**config.mk**
```make
export PLATFORM = sky130hd
export DESIGN_NAME = pipe_stall_ctrl_flat
export DESIGN_NICKNAME = d
export VERILOG_FILES = /design/src/rtl/pipe_ctrl_pkg.sv /design/src/rtl/pipe_stall_ctrl_if.sv /design/src/rtl/pipe_perf_cnt.sv /design/src/rtl/pipe_stall_ctrl.sv /design/src/flat_wrapper.sv
export SDC_FILE = /design/constraint.sdc
export NUM_CORES = 1
export LEC_CHECK = 0
export CAP_MARGIN = 5
export CORE_MARGIN = 1.5
export CORE_UTILIZATION = 31
export DETAILED_ROUTE_END_ITERATION = 10
export GPL_ROUTABILITY_DRIVEN = 0
export PLACE_DENSITY_LB_ADDON = 0.3
export SYNTH_ARGS = -nofsm -noshare
export SYNTH_HDL_FRONTEND = slang
export SYNTH_SLANG_ARGS = --single-unit
```
**constraint.sdc**
```tcl
create_clock -name clk -period 1.3 [get_ports clk]
set_input_delay 0.39 -clock clk [delete_from_list [all_inputs] [get_ports clk]]
set_output_delay 0.39 -clock clk [all_outputs]
set_load 0.02 [all_outputs]
```
**src/rtl/pipe_ctrl_pkg.sv**
```systemverilog
// Shared types for the pipeline stall/flush controller: FSM state encoding and
// the bundle of per-stage stall/flush enables.
package pipe_ctrl_pkg;

  localparam int unsigned STATE_W = 2;

  // Encoding 2'd3 is unused and treated as ERR by the controller.
  typedef enum logic [STATE_W-1:0] {
    RUN      = 2'd0,
    MEM_WAIT = 2'd1,
    ERR      = 2'd2
  } pipe_state_t;

  typedef struct packed {
    logic stall_if;
    logic stall_id;
    logic flush_id;
    logic flush_ie;
    logic stall_ie;
    logic stall_im;
    logic bubble_iwb;
  } stage_ctrl_t;

  // Whole pipeline held and IWB write suppressed; used for memory freeze and ERR.
  localparam stage_ctrl_t CTRL_FREEZE = '{
    stall_if:   1'b1,
    stall_id:   1'b1,
    flush_id:   1'b0,
    flush_ie:   1'b0,
    stall_ie:   1'b1,
    stall_im:   1'b1,
    bubble_iwb: 1'b1
  };

endpackage

```
**src/rtl/pipe_stall_ctrl_if.sv**
```systemverilog
// Hazard/dmem request side and stage-enable side of the pipeline stall controller.
// master = hazard unit / datapath driving requests, slave = pipe_stall_ctrl.
interface pipe_stall_ctrl_if #(
  parameter int unsigned CNT_W = 32
);
  import pipe_ctrl_pkg::*;

  logic                is_hazy_i;
  logic                pc_src_id_i;
  logic                dmem_req_im_i;
  logic                dmem_ack_i;
  logic                stall_if_o;
  logic                stall_id_o;
  logic                flush_id_o;
  logic                flush_ie_o;
  logic                stall_ie_o;
  logic                stall_im_o;
  logic                bubble_iwb_o;
  logic                timeout_err_o;
  logic [STATE_W-1:0]  state_o;
  logic [CNT_W-1:0]    stall_cycles_o;
  logic [CNT_W-1:0]    mem_wait_cycles_o;

  modport master (
    output is_hazy_i, pc_src_id_i, dmem_req_im_i, dmem_ack_i,
    input  stall_if_o, stall_id_o, flush_id_o, flush_ie_o, stall_ie_o, stall_im_o,
    input  bubble_iwb_o, timeout_err_o, state_o, stall_cycles_o, mem_wait_cycles_o
  );

  modport slave (
    input  is_hazy_i, pc_src_id_i, dmem_req_im_i, dmem_ack_i,
    output stall_if_o, stall_id_o, flush_id_o, flush_ie_o, stall_ie_o, stall_im_o,
    output bubble_iwb_o, timeout_err_o, state_o, stall_cycles_o, mem_wait_cycles_o
  );

endinterface

```
**src/rtl/pipe_perf_cnt.sv**
```systemverilog
// Saturating event counter with synchronous active-low reset.
module pipe_perf_cnt #(
  parameter int unsigned CNT_W = 32
) (
  input  logic             clk,
  input  logic             rst_n,
  input  logic             inc_i,
  output logic [CNT_W-1:0] cnt_o
);

  logic [CNT_W-1:0] cnt_q;

  always_ff @(posedge clk) begin
    if (!rst_n) begin
      cnt_q <= '0;
    end else if (inc_i && (cnt_q != {CNT_W{1'b1}})) begin
      cnt_q <= cnt_q + CNT_W'(1);
    end
  end

  assign cnt_o = cnt_q;

endmodule

```
**src/rtl/pipe_stall_ctrl.sv**
```systemverilog
// Per-stage stall/flush generation for the 5-stage pipeline with a dmem-wait FSM and
// timeout watchdog. Define PIPE_PERF_CNT_EN to build the stall/mem-wait perf counters.
module pipe_stall_ctrl
  import pipe_ctrl_pkg::*;
#(
  parameter int unsigned MEM_TIMEOUT = 255,
  parameter int unsigned CNT_W       = 32
) (
  input  logic              clk,
  input  logic              rst_n,
  pipe_stall_ctrl_if.slave  ctrl_io
);

  localparam int unsigned  WaitW    = $clog2(MEM_TIMEOUT + 1);
  localparam logic [WaitW-1:0] WaitLast = WaitW'(MEM_TIMEOUT - 1);

  pipe_state_t      state_q;
  logic [WaitW-1:0] wait_cnt_q;
  logic             timeout_err_q;
  logic             is_err;
  logic             freeze;
  stage_ctrl_t      ctrl;

  assign is_err = (state_q != RUN) && (state_q != MEM_WAIT);
  assign freeze = !is_err && ctrl_io.dmem_req_im_i && !ctrl_io.dmem_ack_i;

  // wait_cnt holds the number of freeze cycles already completed in this wait.
  always_ff @(posedge clk) begin
    if (!rst_n) begin
      state_q       <= RUN;
      wait_cnt_q    <= '0;
      timeout_err_q <= 1'b0;
    end else begin
      unique case (state_q)
        RUN: begin
          if (freeze) begin
            state_q    <= MEM_WAIT;
            wait_cnt_q <= WaitW'(1);
          end
        end
        MEM_WAIT: begin
          if (!freeze) begin
            state_q    <= RUN;
            wait_cnt_q <= '0;
          end else begin
            wait_cnt_q <= wait_cnt_q + WaitW'(1);
            if (wait_cnt_q == WaitLast) begin
              state_q       <= ERR;
              timeout_err_q <= 1'b1;
            end
          end
        end
        default: begin
          state_q       <= ERR;
          timeout_err_q <= 1'b1;
        end
      endcase
    end
  end

  always_comb begin
    ctrl = '0;
    if (is_err || freeze) begin
      ctrl = CTRL_FREEZE;
    end else begin
      ctrl.stall_if = ctrl_io.is_hazy_i;
      ctrl.stall_id = ctrl_io.is_hazy_i;
      ctrl.flush_ie = ctrl_io.is_hazy_i;
      // A branch held by a hazard stall flushes once the stall clears.
      ctrl.flush_id = ctrl_io.pc_src_id_i && !ctrl_io.is_hazy_i;
    end
  end

  assign ctrl_io.stall_if_o    = ctrl.stall_if;
  assign ctrl_io.stall_id_o    = ctrl.stall_id;
  assign ctrl_io.flush_id_o    = ctrl.flush_id;
  assign ctrl_io.flush_ie_o    = ctrl.flush_ie;
  assign ctrl_io.stall_ie_o    = ctrl.stall_ie;
  assign ctrl_io.stall_im_o    = ctrl.stall_im;
  assign ctrl_io.bubble_iwb_o  = ctrl.bubble_iwb;
  assign ctrl_io.timeout_err_o = timeout_err_q || is_err;
  assign ctrl_io.state_o       = state_q;

`ifdef PIPE_PERF_CNT_EN
  logic             hazard_stall;
  logic [CNT_W-1:0] stall_cycles;
  logic [CNT_W-1:0] mem_wait_cycles;

  assign hazard_stall = !is_err && !freeze && ctrl_io.is_hazy_i;

  pipe_perf_cnt #(
    .CNT_W (CNT_W)
  ) u_stall_cnt (
    .clk   (clk),
    .rst_n (rst_n),
    .inc_i (hazard_stall),
    .cnt_o (stall_cycles)
  );

  pipe_perf_cnt #(
    .CNT_W (CNT_W)
  ) u_mem_wait_cnt (
    .clk   (clk),
    .rst_n (rst_n),
    .inc_i (freeze),
    .cnt_o (mem_wait_cycles)
  );

  assign ctrl_io.stall_cycles_o    = stall_cycles;
  assign ctrl_io.mem_wait_cycles_o = mem_wait_cycles;
`else
  assign ctrl_io.stall_cycles_o    = {CNT_W{1'b0}};
  assign ctrl_io.mem_wait_cycles_o = {CNT_W{1'b0}};
`endif

endmodule

```
**src/flat_wrapper.sv**
```systemverilog
// flat-port wrapper written by rule: the top's interface ports become plain ports
module pipe_stall_ctrl_flat import pipe_ctrl_pkg::*;
#(
  parameter int unsigned MEM_TIMEOUT = 255,
  parameter int unsigned CNT_W       = 32
)
  (clk, rst_n, ctrl_io_is_hazy_i, ctrl_io_pc_src_id_i, ctrl_io_dmem_req_im_i, ctrl_io_dmem_ack_i, ctrl_io_stall_if_o, ctrl_io_stall_id_o, ctrl_io_flush_id_o, ctrl_io_flush_ie_o, ctrl_io_stall_ie_o, ctrl_io_stall_im_o, ctrl_io_bubble_iwb_o, ctrl_io_timeout_err_o, ctrl_io_state_o, ctrl_io_stall_cycles_o, ctrl_io_mem_wait_cycles_o);
  pipe_stall_ctrl_if #(.CNT_W(CNT_W)) ctrl_io_i ();
  input  logic clk;
  input  logic rst_n;
  input wire logic [$bits(ctrl_io_i.is_hazy_i)-1:0] ctrl_io_is_hazy_i;
  input wire logic [$bits(ctrl_io_i.pc_src_id_i)-1:0] ctrl_io_pc_src_id_i;
  input wire logic [$bits(ctrl_io_i.dmem_req_im_i)-1:0] ctrl_io_dmem_req_im_i;
  input wire logic [$bits(ctrl_io_i.dmem_ack_i)-1:0] ctrl_io_dmem_ack_i;
  output wire logic [$bits(ctrl_io_i.stall_if_o)-1:0] ctrl_io_stall_if_o;
  output wire logic [$bits(ctrl_io_i.stall_id_o)-1:0] ctrl_io_stall_id_o;
  output wire logic [$bits(ctrl_io_i.flush_id_o)-1:0] ctrl_io_flush_id_o;
  output wire logic [$bits(ctrl_io_i.flush_ie_o)-1:0] ctrl_io_flush_ie_o;
  output wire logic [$bits(ctrl_io_i.stall_ie_o)-1:0] ctrl_io_stall_ie_o;
  output wire logic [$bits(ctrl_io_i.stall_im_o)-1:0] ctrl_io_stall_im_o;
  output wire logic [$bits(ctrl_io_i.bubble_iwb_o)-1:0] ctrl_io_bubble_iwb_o;
  output wire logic [$bits(ctrl_io_i.timeout_err_o)-1:0] ctrl_io_timeout_err_o;
  output wire logic [$bits(ctrl_io_i.state_o)-1:0] ctrl_io_state_o;
  output wire logic [$bits(ctrl_io_i.stall_cycles_o)-1:0] ctrl_io_stall_cycles_o;
  output wire logic [$bits(ctrl_io_i.mem_wait_cycles_o)-1:0] ctrl_io_mem_wait_cycles_o;
  assign ctrl_io_i.is_hazy_i = ctrl_io_is_hazy_i;
  assign ctrl_io_i.pc_src_id_i = ctrl_io_pc_src_id_i;
  assign ctrl_io_i.dmem_req_im_i = ctrl_io_dmem_req_im_i;
  assign ctrl_io_i.dmem_ack_i = ctrl_io_dmem_ack_i;
  assign ctrl_io_stall_if_o = ctrl_io_i.stall_if_o;
  assign ctrl_io_stall_id_o = ctrl_io_i.stall_id_o;
  assign ctrl_io_flush_id_o = ctrl_io_i.flush_id_o;
  assign ctrl_io_flush_ie_o = ctrl_io_i.flush_ie_o;
  assign ctrl_io_stall_ie_o = ctrl_io_i.stall_ie_o;
  assign ctrl_io_stall_im_o = ctrl_io_i.stall_im_o;
  assign ctrl_io_bubble_iwb_o = ctrl_io_i.bubble_iwb_o;
  assign ctrl_io_timeout_err_o = ctrl_io_i.timeout_err_o;
  assign ctrl_io_state_o = ctrl_io_i.state_o;
  assign ctrl_io_stall_cycles_o = ctrl_io_i.stall_cycles_o;
  assign ctrl_io_mem_wait_cycles_o = ctrl_io_i.mem_wait_cycles_o;
  pipe_stall_ctrl #(.MEM_TIMEOUT(MEM_TIMEOUT), .CNT_W(CNT_W)) u_core (.clk(clk), .rst_n(rst_n), .ctrl_io(ctrl_io_i));
endmodule
```
---- Yosys cells after proc, flatten, opt, wreduce, memory -nomap -nowiden ----
Cells that the tools add are included.
word-level totals
  word-level logic and storage cells ...... 39
  input bits .............................. 6
  bits in registers ....................... 11
  output and inout bits ................... 74
operators by class
  eq/ne operators ......................... 7
  bitwise gates (word level) .............. 1
  add/sub/neg operators ................... 1
  reduce and logical (&&, ||, !) cells .... 15
  mux-type cells .......................... 12
operator list
  kind                                                 count
  two-way mux 8 bit                                    2
  case mux 8 bit (2 select lines)                      1
  adder 8 x 1 -> 8 bit, second input constant          1
  equality test 8 bit, second input constant           1
  != test 2 x 1 -> 1 bit, second input constant        4
  two-way mux 2 bit                                    3
  logical AND 1 bit                                    4
  two-way mux 4 bit                                    1
  case mux 2 bit (2 select lines)                      1
  AND reduction 2 bit                                  2
  nonzero test 2 bit                                   2
  zero test 1 bit                                      3
  two-way mux 3 bit                                    1
  != test 3 bit, second input constant                 1
  AND reduction 3 bit                                  1
  equality test 2 x 1 -> 1 bit, second input constant  1
  zero test 2 bit                                      1
  logical OR 1 bit                                     2
  two-way mux 1 bit                                    2
  case mux 1 bit (2 select lines)                      1
  NOT 1 bit                                            1

---- Longest topological paths before layout ----
  depth in word-level cells ............... 7
  gate-level depth with buffers ........... 6
  depth with buffers taken out ............ 6

---- Least setup slack after synthesis ----
No wires, ideal clock.
  path kind ............................... register to output
  start point ............................. reg u_core.state_q[1], in the netlist u_core.ctrl_io.state_o[1]
  end point ............................... out ctrl_io_flush_id_o
  buffers on the path ..................... 1
  cell stages (with the launch flop) ...... 5
  required time ........................... 910 ps
  path slack .............................. -544 ps
  arrival time ............................ 1454 ps
  cells stage by stage .................... dfxtp_1 buf_6 nand2b_1 nand2b_1 nor2_1
on the way
  cells in the longest elaborated chain, start to end .. 7
  elaborated cells on any way between the ends .. 8
  classes of those cells .................. eq/ne: 1; mux: 1; reduce/logical: 6
ends and longest elaborated chain
  element                                                              line                   text
  from (decl)                                                          pipe_stall_ctrl.sv:17  pipe_state_t state_q;
  from (signal assigned)                                               pipe_stall_ctrl.sv:30  state_q <= RUN;
  from (signal assigned)                                               pipe_stall_ctrl.sv:37  state_q <= MEM_WAIT;
  from (signal assigned)                                               pipe_stall_ctrl.sv:43  state_q <= RUN;
  != test 2 x 1 -> 1 bit / nonzero test 2 bit (equally long branches)  pipe_stall_ctrl.sv:24  assign is_err = (state_q != RUN) && (state_q != MEM_WAIT);
  logical AND 1 bit *                                                  pipe_stall_ctrl.sv:24
  zero test 1 bit                                                      pipe_stall_ctrl.sv:25  assign freeze = !is_err && ctrl_io.dmem_req_im_i && !ctrl_io.dmem_ack_i;
  logical AND 1 bit (2 in series)                                      pipe_stall_ctrl.sv:25
  logical OR 1 bit *                                                   pipe_stall_ctrl.sv:63  if (is_err || freeze) begin
  two-way mux 4 bit *                                                  pipe_stall_ctrl.sv:63
  to (decl)                                                            flat_wrapper.sv:17     output wire logic [$bits(ctrl_io_i.flush_id_o)-1:0] ctrl_io_flush_id_o;
Mark *: on every way between the ends. The rest lies on a longest branch, timed or not.

---- Worst setup path after layout ----
Same ends and word-level chain as after synthesis.

==> results by stage <==
Run status:
- The flow ran to the end, but the final reports show violations.
- The checks that failed: setup timing.

Synth:
- The netlist area before placement is 1120 um^2.
- The cell count after synthesis came out at 140.
- During synthesis, Yosys emitted a total of 0 warnings.
- Yosys instantiated no cell more often than buf_4.
- The portion of synthesized cell area occupied by the leading cell type is 44.8%.
- After synthesis, the cell types taking the most area are buf_4 45%, dfxtp_1 20%, a21oi_1 2.7%.
- Among all flip-flop cells after synthesis, the most frequent one is dfxtp_1.
- The share of synthesized registers carrying an async set or reset is 0%.
- Ranked by instance count, the synthesized netlist is headed by 67 x buf_4, 11 x dfxtp_1, 7 x nor2_1, 6 x a21oi_1.
- The number of flops mapped to enable cells by yosys is 0.
- After synthesis the netlist holds a flip-flop and latch count of 11.
- The average instance in the mapped netlist occupies 8.03 um^2.
- The largest total area in the synthesized netlist belongs to buf_4.
- The sequential element share of the synthesized area is 19.6%.
- The count of unique library cells instantiated by Yosys is 33.

Finish:
- The number of inserted diodes is 0.
- Measured on the finished design, the core utilization comes to 37.0%.
- Once layout is done, the placed cells without fillers occupy 1260 um^2.
- The total number of nets in the final design is 176.
- Cells with a size suffix above 1 make up 28.1% of the layout.
- The finished layout holds 213 standard cells, fillers aside.
- The area growth from synthesis to layout is 12.4%.

Global routing:
- The initial antenna violation count is 0.
- Global routing used 7.83% of the available tracks across all layers.
- The global-route wire length before repair is 2430 um.
- The leftover overflow at the end of global routing is 0.
- The via count of the first global-routing pass was 549.
- The maximum number of pins on one net before global-route repair is 8.

Critical path:
- The worst register-to-register path ends at u_core.wait_cnt_q[7]$_SDFFE_PN0P_.
- The start-to-end type of the worst setup path is reg2out.
- At the worst endpoint, the required time is 0.91 ns.
- The setup slack of the worst register-to-register path is -0.03 ns.
- The cell count of the worst reg-to-reg path is 6.
- The worst setup path is captured at an output pin.
- The worst register-to-register path begins at u_core.ctrl_io.state_o[1]$_SDFFE_PN0P_.
- Of all nets on the critical path, the largest fanout is 3.
- STA classifies the critical path startpoint as a flop.
- For the worst setup path, the data arrival time is 1.08 ns.

Die:
- The core region area is 3420 um^2.
- The effective utilization at floorplan is 32.9%.
- The vertical extent of the die is 63.2 um.
- The die covers 3990 um^2.
- The number of rows created at floorplan is 21.
- The chip width is 63.2 um.
- The top-level I/O count is 80.

Pwr:
- The static leakage power is 0.640 nW.
- The maximum vdd drop is 0.166 mV.
- For this design the ratio of total power to cell area is 699 nW/um^2.

STA:
- The number of hold violations in the final report was 0.
- Clock skew on the completed layout was measured at 0.0112 ns.
- Setup violations remaining at the end of the flow were counted as 10.
- Once routing completed, OpenROAD measured the worst setup slack at -0.168 ns.
- Setup repair after global routing could not meet its margin everywhere.
- The max-slew violation count was 0.
- The post-route worst hold slack is 0.488 ns.
- The peak clock frequency supported by timing is 681 MHz.
- For the finished layout, the period the worst path requires is 1.47 ns.
- Of the available clock period, the critical path in the final layout requires 113%.

Detailed routing:
- Summing over every cut layer, the via total after detailed routing is 832.
- The mean routed wirelength per cell is 8.39 um.
- The vias per cell is 3.91.
- The DRC violations left is 0.
- The first routing iteration left 13 violations.
- In this run the remaining antenna-violating nets after routing total 0.
- The iteration count of the initial detailed-routing pass is 4.
- The final routed wirelength across all metal layers is 1790 um.

Clock network:
- The clock tree root driver cell is clkbuf_4.
- The later pin in the worst-skew pair is clocked with a latency of 0.27 ns.
- CTS built an H-tree with a depth of 1.
- Clock-pin slew was measured on the worst setup and hold paths at 0.07 ns.
- The clock sink count is 11.
- TritonCTS created 3 clock buffers.
- TritonCTS built the clock tree.
- The number of buffers on the longest clock path is 2.

Placed design:
- The placed instance area is 1140 um^2.
- The HPWL after detailed placement is 1290 um.
- The count of input and output buffers is 15.
- The number of placed cells counting well taps is 203.
- OpenSTA, run right after detailed placement, puts the worst setup slack at -1.02 ns.

Worst hold path:
- The startpoint identified for the worst hold timing path is u_core.wait_cnt_q[7]$_SDFFE_PN0P_.
- The min-delay analysis places its worst path in the category reg2reg.
- Along the worst hold path, the cell count comes to 2.
- The capture endpoint of the worst hold path is u_core.wait_cnt_q[7]$_SDFFE_PN0P_.

Job:
- The count of max-cap constraint violations is 0.
-- per-layer routing --
layer / GRT usage [%] / share of wire (%) / up-vias
li1: - / - / 387
met1: 8.62 / 38 / 383
met2: 12.5 / 51 / 60
met3: 1.61 / 10 / 2
met4: 7.34 / 1.5 / 0
met5: 0 / 0 / -
-- worst max-delay path by stage --
stage | startpoint | endpoint | slack (ns) | cells past startpoint
5_1_grt | u_core.ctrl_io.state_o[1]$_SDFFE_PN0P_ | ctrl_io_flush_id_o | -0.23 | 4
3_3_place_gp | ctrl_io_dmem_ack_i | ctrl_io_flush_id_o | -0.97 | 6
3_5_place_dp | ctrl_io_dmem_ack_i | ctrl_io_flush_id_o | -1.02 | 6
6_report | u_core.ctrl_io.state_o[1]$_SDFFE_PN0P_ | ctrl_io_flush_id_o | -0.17 | 4
2_1_floorplan | u_core.ctrl_io.state_o[1]$_SDFFE_PN0P_ | ctrl_io_stall_if_o | -0.09 | 4
4_1_cts | u_core.ctrl_io.state_o[1]$_SDFFE_PN0P_ | ctrl_io_flush_id_o | -0.22 | 4
-- area by class of cell --
class | count | area [um^2]
Inverter | 4 | 15.0
Timing Repair Buffer | 30 | 267
Fill cell | 360 | 2150
Sequential cell | 11 | 221
Tap cell | 46 | 57.6
Multi-Input combinational cell | 118 | 676
Clock buffer | 4 | 26.3
-- layout by cell type (no fill, tap or decap), types with 2 or more instances in the layout --
| cell | count |
|---|---|
| and3_1 | 3 |
| inv_2 | 2 |
| buf_2 | 2 |
| ha_1 | 2 |
| o21a_1 | 3 |
| nand2b_4 | 3 |
| dfxtp_1 | 10 |
| nand4_1 | 4 |
| nor2_4 | 2 |
| buf_4 | 15 |
| a21oi_1 | 3 |
| clkbuf_4 | 3 |
| nor2_1 | 5 |
| a21boi_1 | 3 |
| conb_1 | 64 |
| o21ai_0 | 2 |
| buf_6 | 9 |
| o211ai_1 | 2 |
| a21oi_2 | 3 |
| nand2_1 | 2 |
| inv_1 | 2 |
| and2_1 | 2 |
-- power breakdown --
| part | switching [mW] | internal (mW) | total (mW) |
|---|---|---|---|
| registers | 0.00259 | 0.340 | 0.343 |
| clock network | 0.119 | 0.119 | 0.237 |
| logic | 0.231 | 0.0709 | 0.302 |
| total | 0.352 | 0.530 | 0.882 |
-- registers in the layout, indices dropped and copies added, names as in the netlist --
signal and count:
u_core.wait_cnt_q 8, u_core.ctrl_io.state_o 2, u_core.timeout_err_q 1
-- timing repair --
action / CTS / global route
hold buffers: 0 / 0
endpoints found under the setup margin: 17 / 13
pin swaps: 1 / 6
buffers inserted: 0 / 6
resized for setup: 60 / 18
-- cell families (layout without fill, tap and decap cells) --
group	count (synthesis)	in the layout	share of synthesized area [%]
compound gates	20	20	11.7
fa+ha+maj	2	2	2.23
buf+inv	74	38	47.9
flops	11	11	19.6
mux	1	1	0.891
other cells	1	64	0.334
simple gates	31	31	17.4
-- metrics by stage --
step                setup TNS [ns]  total power, mW
floorplan                   -0.219            0.729
CTS                         -0.790            0.870
global route                 -1.56            0.936
detailed placement          -10.06            0.638
global placement             -9.86            0.637
finish                       -1.01            0.882
-- worst max-delay path: stages (launching register included) --
cell and delay, ns:
dfxtp_2 0.32, nand2b_4 0.14, nand2b_4 0.16, nor2_4 0.08
buf_6 0.12
No activity file was read; power rests on OpenSTA's default activity.
